## config.mk

```make
export PLATFORM = sky130hd
export DESIGN_NAME = top_selftest
export DESIGN_NICKNAME = d
export VERILOG_FILES = /design/src/rtl/top_selftest_pkg.sv /design/src/rtl/lfsr8.sv /design/src/rtl/top_selftest.sv
export SDC_FILE = /design/constraint.sdc
export NUM_CORES = 1
export LEC_CHECK = 0
export CAP_MARGIN = 40
export CORE_ASPECT_RATIO = 0.6
export CORE_MARGIN = 2
export CORE_UTILIZATION = 35
export CTS_CLUSTER_DIAMETER = 30
export DETAILED_ROUTE_END_ITERATION = 6
export GPL_TIMING_DRIVEN = 1
export SYNTH_ARGS = -nofsm -noshare
export SYNTH_HDL_FRONTEND = slang
export SYNTH_HIERARCHICAL = 1
export SYNTH_SLANG_ARGS = --single-unit
```

## constraint.sdc

```tcl
create_clock -name clk -period 3.3 [get_ports clk]
set_input_delay 0.495 -clock clk [delete_from_list [all_inputs] [get_ports clk]]
set_output_delay 0.495 -clock clk [all_outputs]
set_load 0.005 [all_outputs]
```

## src/rtl/top_selftest_pkg.sv

```systemverilog
// top_selftest_pkg: shared FSM states, LFSR constants and helpers for the self-test block
package top_selftest_pkg;
    typedef enum logic [1:0] {IDLE, RUN, DRAIN, DONE} state_t;
    localparam int LFSR_W = 8;
    localparam logic [LFSR_W-1:0] TAP_MASK = 8'hB8;
    localparam logic [LFSR_W-1:0] SEED_FALLBACK = 8'h01;
    function automatic logic [LFSR_W-1:0] seed_fix(input logic [LFSR_W-1:0] s);
        return s == '0 ? SEED_FALLBACK : s;
    endfunction
    function automatic logic [LFSR_W-1:0] lfsr_next(input logic [LFSR_W-1:0] v);
        return {v[LFSR_W-2:0], ^(v & TAP_MASK)};
    endfunction
endpackage

```

## src/rtl/lfsr8.sv

```systemverilog
// lfsr8: 8-bit Fibonacci LFSR with seed load (zero seed replaced) and step enable
module lfsr8 import top_selftest_pkg::*; (
    input  logic              clk,
    input  logic              rst,
    input  logic              load,
    input  logic [LFSR_W-1:0] seed,
    input  logic              step,
    output logic [LFSR_W-1:0] value
);
    always_ff @(posedge clk or posedge rst)
        if (rst)
            value <= SEED_FALLBACK;
        else if (load)
            value <= seed_fix(seed);
        else if (step)
            value <= lfsr_next(value);
endmodule

```

## src/rtl/top_selftest.sv

```systemverilog
// top_selftest: LFSR-driven self-test of an AND / MUX / DFF device with error accounting
module top_selftest import top_selftest_pkg::*; #(
    parameter int NVEC_W = 8
) (
    input  logic              clk,
    input  logic              rst,
    input  logic              start,
    input  logic [7:0]        seed,
    input  logic [NVEC_W-1:0] num_vec,
    output logic              a,
    output logic              b,
    output logic              sel,
    input  logic              y_comb,
    input  logic              y_mux,
    input  logic              q_dff,
    output logic              busy,
    output logic              done,
    output logic              pass,
    output logic [NVEC_W-1:0] err_cnt,
    output logic [NVEC_W-1:0] first_err_idx
);
    state_t state, state_n;
    logic [LFSR_W-1:0] lfsr_val;
    logic [NVEC_W-1:0] idx, num_vec_r;
    logic [2:0] stim_src;
    logic a_prev, accept, last, fail_c, fail_q, fail;

    assign accept = state == IDLE && start;
    // num_vec=0 wraps to all-ones here, giving the full 2**NVEC_W vectors
    assign last = state == RUN && idx == num_vec_r - NVEC_W'(1);
    assign fail_c = state == RUN && (y_comb != (a & b) || y_mux != (sel ? b : a));
    assign fail_q = ((state == RUN && idx != '0) || state == DRAIN) && q_dff != a_prev;
    assign fail = fail_c | fail_q;
    // low three bits of the value the LFSR will hold after this edge
    assign stim_src = accept ? (seed == '0 ? SEED_FALLBACK[2:0] : seed[2:0])
                             : {lfsr_val[1:0], ^(lfsr_val & TAP_MASK)};

    lfsr8 u_lfsr (
        .clk(clk),
        .rst(rst),
        .load(accept),
        .seed(seed),
        .step(state == RUN),
        .value(lfsr_val)
    );

    always_ff @(posedge clk or posedge rst)
        if (rst)
            state <= IDLE;
        else
            state <= state_n;

    always_comb begin
        state_n = state;
        case (state)
            IDLE:    state_n = start ? RUN : IDLE;
            RUN:     state_n = last ? DRAIN : RUN;
            DRAIN:   state_n = DONE;
            default: state_n = IDLE;
        endcase
    end

    always_comb begin
        busy = state == RUN || state == DRAIN;
        done = state == DONE;
    end

    always_ff @(posedge clk or posedge rst)
        if (rst) begin
            {sel, b, a} <= 3'b000;
            a_prev <= 1'b0;
            idx <= '0;
            num_vec_r <= '0;
            err_cnt <= '0;
            first_err_idx <= '0;
            pass <= 1'b0;
        end else begin
            {sel, b, a} <= (accept || (state == RUN && !last)) ? stim_src : 3'b000;
            a_prev <= a;
            if (accept) begin
                idx <= '0;
                num_vec_r <= num_vec;
                err_cnt <= '0;
                first_err_idx <= '0;
                pass <= 1'b0;
            end else begin
                if (state == RUN && !last)
                    idx <= idx + NVEC_W'(1);
                if (fail && err_cnt != '1)
                    err_cnt <= err_cnt + NVEC_W'(1);
                // a q_dff miss in RUN belongs to the previous vector
                if (fail && err_cnt == '0)
                    first_err_idx <= (fail_q && state == RUN) ? idx - NVEC_W'(1) : idx;
                if (state == DRAIN)
                    pass <= !fail && err_cnt == '0;
            end
        end
endmodule

```

==> results.toml, run 1 <==
[setup_path]
cp-start-kind = "flop"
slowest_stage = "dfrtp_1"
worstSetupPathType = "flop to flop"
crit_chain = "inv_1 > ha_1 > or3b_1 > a211oi_1 > o211ai_1 > a211oi_1 > buf_4 > nand2b_1 > mux2i_1"
arrival_ns = 2.87
crit_top_cell = "a211oi_1"
end_kind = "flop"
cpPeakStageDelay_ns = 0.43
cp_data_required_time_ns = 3.50
cp_max_fo = 14

[yosys]
synth.cell_area_mm2 = 0.00292
syn_inst = 327
ys_seq_area_share_pct = 40.3
syn_area_per_cell_um2 = 8.93
syn-num-nets = 359
synth_edf_count = 0
synth.distinct_cells = 53
ys.flop_type = "dfrtp_1"
yosys_warnings = 6
async_reset_ff_share_pct = 100
ys_ff_latch = 47

[die]
fp.coreArea_mm2 = 0.00798
initial_core_util_pct = 36.6
rows = 25
ios = 44
dieArea_mm2 = 0.00912
fp.dieW_um = 122
die_h_um = 74.8

[final_layout]
fin_util_pct = 45.6
nets = 398
fin_cells = 475
mostFrequentLayoutCells = "nand2_1 (49), dfrtp_1 (46), clkdlybuf4s50_1 (43)"
drive_gt1_share_pct = 8.72
synthToLayoutAreaGrowth_pct = 24.5
diodes = 0
layout_commonest_cell = "nand2_1"

[sta]
fin_crit_ns = 2.67
drv_slew = 0
tns_ns = 0
worstMarginPinSlew_ns = 0.751
finalHoldViolations = 0
setup_viol = 0
slew_headroom_pct = 49.9
fin_skew_ns = 0.00685
rsz0062_at_grt = "no"
period_share_pct = 80.9
timing.fmax_ghz = 0.375

[route]
postRouteAntennaNets = 0
drt-initial-drc-count = 208
post_drt_wl_per_cell_um = 15.0
vias = 2502
drt-vias-per-instance = 5.27
dr.pass1.iters = 4
drc_errors = 0
routed_wl_um = 7150

[clocking]
cts_hold_buf = 0
cts_resized = 0
htree_levels = 2
cts_tree = "built"
numCtsBuffers = 5
cts-root-buf = "clkbuf_16"
insertion_delay_ns = 0.29
clkTransAtPathRegs_ns = 0.07
postCtsSetupBuffers = 0
cts.sinks = 47
cts_buffer_depth = 2

[power]
ir_drop_mv = 0.351
p_per_area_mw_per_mm2 = 956
p_leak_uw = 0.00151

[global_route]
grt_pass1_vias = 2290
grt_pass1_wl_um = 11600
antenna_found_initial = 0
grt_max_degree = 40
grt_usage_pct = 16.5
grt_overflow = 0

[place]
placed_cells = 467
dp_hpwl_um = 5090
gp_congestion = 0.815
port_buffers = 43

[worst_hold_path]
hold_class = "input port to asynchronous set/reset pin"

[job]
cap_viol_max_count = 0

[outcome]
status = "complete, no violations"
## sequential cells by signal, indices dropped and copies added (netlist names)
signal,cells
sel,1
u_lfsr/value,8
num_vec_r,8
first_err_idx,8
pass,1
idx,8
state,2
err_cnt,8
b,1
a,1
a_prev,1
## where the power goes
| part | switching [uW] | total, uW | internal [uW] |
|---|---|---|---|
| registers | 278 | 1100 | 819 |
| clock network | 214 | 591 | 377 |
| logic | 931 | 1790 | 857 |
| total | 1420 | 3480 | 2050 |
## layer usage
layer,global-route usage [%],vias up,routed length (um)
met4,5.11,0,53
met2,22.0,55,2840
met5,0,-,0
met1,26.1,1192,3940
met3,3.64,5,316
li1,-,1250,-
## Yosys cell counts (5+ instances only)
cell,number,area share (%)
a211oi_2,7,3.0
a21oi_1,30,5.1
buf_2,5,0.86
clkbuf_1,9,1.2
dfrtp_1,46,39
ha_1,10,4.3
inv_1,14,1.8
mux2i_1,9,3.1
nand2_1,49,6.3
nand2b_1,5,1.1
nand3_1,7,1.2
nor2_1,9,1.2
nor3_1,6,1.0
o21ai_0,29,5.0
or3_1,8,1.7
xnor2_1,12,3.6
xor2_1,12,3.6
## worst paths after layout
kind	from	depth (start not counted)	endpoint	slack [ns]
setup / recovery	num_vec_r[0]	9	idx[0]	0.63
hold / removal	rst	2	u_lfsr/value[1]	0.48
setup reg to reg	num_vec_r[0]	9	idx[0]	0.63
hold reg to reg	a	0	a_prev	0.51
max in group asynchronous	rst	3	err_cnt[6]	2.28
min in group clk	a	0	a_prev	0.51
## critical path, delay by kind of cell (launching register included)
family          cells  cell delay (ns)
compound gates      3             0.63
fa+ha+maj           1             0.29
buf+inv             2             0.32
flops               1             0.43
mux                 1             0.23
simple gates        2             0.69
## area by class of cell
type	count	area, um2
inverters	15	56.3
multi-input cells	249	1610
fillers	784	4340
well taps	108	135
clock inverters	2	35.0
repair buffers	48	480
flip-flops and latches	47	1180
clock buffers	6	139
## per-stage QoR
step | hold slack (ns) | setup slack (ns) | cell area (um2) | power, uW
after global routing | 0.540 | 0.433 | 3640 | 3770
after CTS | 0.498 | 0.638 | 3640 | 3490
after global placement | 0.484 | 0.750 | 3460 | 2840
after floorplan | 0.310 | 1.01 | 2920 | 2340
after detailed placement | 0.505 | 0.684 | 3460 | 2880
final | 0.475 | 0.631 | 3640 | 3480
## kinds of logic (layout without fill, tap and decap cells)
| kind of cell | count (synthesis) | in the layout | synth area share, % |
|---|---|---|---|
| xor gates and xnor gates | 24 | 24 | 7.19 |
| DFF | 47 | 47 | 40.3 |
| and+or+nand+nor | 117 | 117 | 21.2 |
| buffers and inverters | 31 | 71 | 4.45 |
| adders and majority gates | 10 | 10 | 4.28 |
| muxes | 9 | 9 | 3.08 |
| AOI/OAI and AO/OA | 89 | 89 | 19.5 |
No activity file was read; power rests on OpenSTA's default activity.
==> inputs of run 2 (changes only) <==
==> constraint.sdc (replaced) <==
create_clock -name clk -period 2.5 [get_ports clk]
set_input_delay 0.375 -clock clk [delete_from_list [all_inputs] [get_ports clk]]
set_output_delay 0.375 -clock clk [all_outputs]
set_load 0.005 [all_outputs]
==> results.toml, run 2 (synthesized netlist as in run 1, its figures left out) <==
[final_layout]
diodes = 0
synthToLayoutAreaGrowth_pct = 27.0
mostFrequentLayoutCells = "nand2_1 (49), dfrtp_1 (46), clkdlybuf4s50_1 (43)"
nets = 410
drive_gt1_share_pct = 12.7
layout_commonest_cell = "nand2_1"

[sta]
tns_ns = 0
fin_crit_ns = 2.37
timing.fmax_ghz = 0.423
rsz0062_at_grt = "no"
period_share_pct = 94.6
finalHoldViolations = 0
slew_headroom_pct = 65.8
fin_skew_ns = 0.00960
worstMarginPinSlew_ns = 0.508
setup_viol = 0
drv_slew = 0
setup_ws_ns = 0.134

[setup_path]
r2r_cells = 10
arrival_ns = 2.58
cp_data_required_time_ns = 2.71
reg2reg_from = "num_vec_r[0]"
crit_end = "idx[5]"
r2r-end = "idx[5]"
cp_max_fo = 7
r2r_setup_slack_ns = 0.13
crit_path_start = "num_vec_r[0]"
end_kind = "flop"
worstSetupPathType = "flop to flop"
cp-start-kind = "flop"

[place]
gp_congestion = 0.899
port_buffers = 43
dp_hpwl_um = 5080
dp_slack_ns = 0.0647

[die]
fp.dieW_um = 122
fp.coreArea_mm2 = 0.00798
ios = 44
dieArea_mm2 = 0.00912
rows = 25
initial_core_util_pct = 36.6
die_h_um = 74.8

[clocking]
cts_buffer_depth = 2
cts_tree = "built"
cts.sinks = 47
htree_levels = 2
cts-root-buf = "clkbuf_16"
numCtsBuffers = 5
clkTransAtPathRegs_ns = 0.06
insertion_delay_ns = 0.29
cts_hold_buf = 0

[global_route]
grt_overflow = 0
grt_pass1_vias = 2287
grt_pass1_wl_um = 11800
antenna_found_initial = 0
grt_max_degree = 40
grt_usage_pct = 16.6

[job]
cap_viol_max_count = 0

[route]
vias = 2532
postRouteAntennaNets = 0
drc_errors = 0
routed_wl_um = 7270
drt-initial-drc-count = 226
drt-vias-per-instance = 5.20
post_drt_wl_per_cell_um = 14.9
dr.pass1.iters = 4

[outcome]
status = "complete, no violations"

[power]
p_leak_uw = 0.00157
ir_drop_mv = 0.381
p_per_area_mw_per_mm2 = 1250

[worst_hold_path]
hold_class = "input port to asynchronous set/reset pin"
run 2: critical path, cell delays in order (launching register included):
cell,delay (ns)
dfrtp_1,0.37
inv_1,0.07
ha_1,0.23
buf_4,0.16
xnor2_1,0.12
and4_1,0.20
a41oi_1,0.20
a211oi_2,0.12
buf_4,0.18
or4_1,0.50
a21oi_1,0.16
run 2: through the flow:
step                      cells  cell area [um2]  utilization [%]  total power [uW]  hold WS, ns
after floorplan             327             2920                -              3090        0.190
after global placement      475             3520             44.2              3840        0.480
after detailed placement    475             3520             44.2              3870        0.472
after CTS                   483             3660             45.9              4560        0.386
after global routing        487             3710             46.5              5030        0.408
final                       487             3710             46.5              4640        0.380
run 2: routing by layer:
layer  wire (um)  global-route usage, %  vias to the layer above
met5           0                      0                        -
met4          40                   3.96                        0
met3         435                   3.86                        5
met2        2780                   22.1                       67
met1        4010                   26.4                     1193
li1            -                      -                     1267
run 2: cell type report:
type | instances | area (um2)
repair buffers | 60 | 568
flip-flops and latches | 47 | 1180
clock inverters | 3 | 15.0
multi-input cells | 249 | 1630
inverters | 15 | 56.3
fillers | 784 | 4270
clock buffers | 5 | 125
well taps | 108 | 135
run 2: worst min path at each step:
stage	from	to	slack (ns)	depth (start not counted)
finish	rst	u_lfsr/value[2]	0.38	2
global route	rst	u_lfsr/value[2]	0.41	2
CTS	rst	u_lfsr/value[2]	0.39	2
detailed placement	a	a_prev	0.47	0
global placement	a	a_prev	0.48	0
floorplan	rst	u_lfsr/value[1]	0.19	1
run 2: report_power, final:
| part | switching, uW | leakage [uW] | internal (uW) |
|---|---|---|---|
| Sequential | 313 | 0.000594 | 1080 |
| Clock | 299 | 0.0000733 | 366 |
| Combinational | 1330 | 0.000899 | 1250 |
| Total | 1940 | 0.00157 | 2690 |
run 2: timing repair:
action | CTS | global route
gates resized for setup | 0 | 5
buffers inserted | 0 | 3
setup endpoints to repair | 0 | 14
==> inputs of run 3 (changes only) <==
--- a/config.mk
+++ b/config.mk
@@ -12,6 +12,7 @@
 export CTS_CLUSTER_DIAMETER = 30
 export DETAILED_ROUTE_END_ITERATION = 6
 export GPL_TIMING_DRIVEN = 1
+export PLACE_DENSITY = 0.67
 export SYNTH_ARGS = -nofsm -noshare
 export SYNTH_HDL_FRONTEND = slang
 export SYNTH_HIERARCHICAL = 1
==> results.toml, run 3 (synthesized netlist as in run 1, its figures left out) <==
[outcome]
status = "complete, no violations"

[power]
p_sw_uw = 1910
ir_drop_mv = 0.507
switching_share_pct = 40.8
p_per_area_mw_per_mm2 = 1260
p_clk_share_pct = 16.0
internal-power_uw = 2770
power.total_uw = 4680
p_leak_uw = 0.00155
pwr-share-seq_pct = 29.5
combinationalPowerShare_pct = 54.5

[sta]
period_share_pct = 96.2
worstMarginPinSlew_ns = 0.532
drv_slew = 0
whs_ns = 0.372
fin_crit_ns = 2.40
tns_ns = 0
slew_headroom_pct = 64.1
rsz0062_at_grt = "no"
timing.fmax_ghz = 0.416
setup_viol = 0
finalHoldViolations = 0
fin_skew_ns = 0.00568

[global_route]
grt.met3_usage_pct = 4.24
met1_usage_pct = 25.2
grt_max_degree = 40
antenna_found_initial = 0
grt_overflow = 0
use_met2_pct = 24.8
grt_pass1_wl_um = 11900
grt_pass1_vias = 2398
top_usage_layer = "met1"
grt_usage_pct = 17.0

[clocking]
numCtsBuffers = 5
cts-root-buf = "clkbuf_16"
htree_levels = 2
postCtsSetupBuffers = 0
clkTransAtPathRegs_ns = 0.06
insertion_delay_ns = 0.29
cts_buffer_depth = 2
cts_hold_buf = 0
cts_tree = "built"
cts.sinks = 47

[route]
post_drt_wl_per_cell_um = 14.8
dr.pass1.iters = 4
drt-vias-per-instance = 5.26
postRouteAntennaNets = 0
routed_wl_um = 7140
vias = 2533
drt-initial-drc-count = 206
drc_errors = 0

[setup_path]
cp-start-kind = "flop"
r2r_setup_slack_ns = 0.1
end_kind = "flop"
arrival_ns = 2.61
worstSetupPathType = "flop to flop"
cp_data_required_time_ns = 2.71
cp_max_fo = 12

[place]
gp_congestion = 0.849
port_buffers = 43
dp_hpwl_um = 5030
place_area_mm2 = 0.00352

[final_layout]
layout_commonest_cell = "nand2_1"
num-fill-cells = 784
synthToLayoutAreaGrowth_pct = 26.6
fin_util_pct = 46.4
diodes = 0
mostFrequentLayoutCells = "nand2_1 (49), dfrtp_1 (45), clkdlybuf4s50_1 (43)"
drive_gt1_share_pct = 11.5
design_area_mm2 = 0.00370
nets = 406

[die]
fp.coreArea_mm2 = 0.00798
dieArea_mm2 = 0.00912
rows = 25
fp.dieW_um = 122
die_h_um = 74.8
ios = 44
initial_core_util_pct = 36.6

[job]
cap_viol_max_count = 0

[worst_hold_path]
hold_class = "input port to asynchronous set/reset pin"
-- run 3: critical path: stages (launching register included) --
cell	delay [ns]
dfrtp_1	0.40
inv_1	0.09
ha_2	0.25
or3b_1	0.37
a211oi_1	0.26
o211ai_1	0.15
a211oi_2	0.31
buf_4	0.22
o21ai_0	0.10
a21oi_1	0.17
-- run 3: routing by layer --
layer  routed length [um]  vias to the layer above
met5                    0                        -
met4                   72                        0
met3                  421                        7
met2                 2870                       70
met1                 3770                     1194
li1                     -                     1262
-- run 3: cell type report --
type / instances / area [um2] / share of cell area [%]
inverters: 15 / 56.3 / 1.52
clock buffers: 6 / 129 / 3.48
clock inverters: 1 / 30.0 / 0.812
flip-flops and latches: 47 / 1180 / 31.9
multi-input cells: 249 / 1630 / 44.1
repair buffers: 56 / 541 / 14.6
well taps: 108 / 135 / 3.65
-- run 3: final timing paths --
path | start | end | cells after the start
worst max register to register | num_vec_r[1] | idx[6] | 9
worst min-delay path | rst | u_lfsr/value[2] | 2
max in group asynchronous | rst | idx[4] | 3
worst min register to register | a | a_prev | 0
worst max-delay path | num_vec_r[1] | idx[6] | 9
min in group clk | a | a_prev | 0
-- run 3: timing repair --
item                                    CTS  global route
pin swaps                                 0             0
endpoints found under the setup margin    7            15
gates resized for setup                   2             3
endpoints found under the hold margin     0             0
-- run 3: stage by stage --
stage          cells  setup WS, ns
6_report         482        0.0957
5_1_grt          482       0.00730
4_1_cts          482        0.0602
3_5_place_dp     475      -0.00440
3_3_place_gp     475        0.0967
2_1_floorplan    327         0.210
-- run 3: power groups by stage --
stage / clock (uW) / combinational (uW) / sequential (uW)
floorplan: 0 / 1750 / 1340
global placement: 0 / 2420 / 1390
detailed placement: 0 / 2480 / 1390
CTS: 768 / 2530 / 1380
global route: 802 / 2820 / 1430
finish: 747 / 2550 / 1380
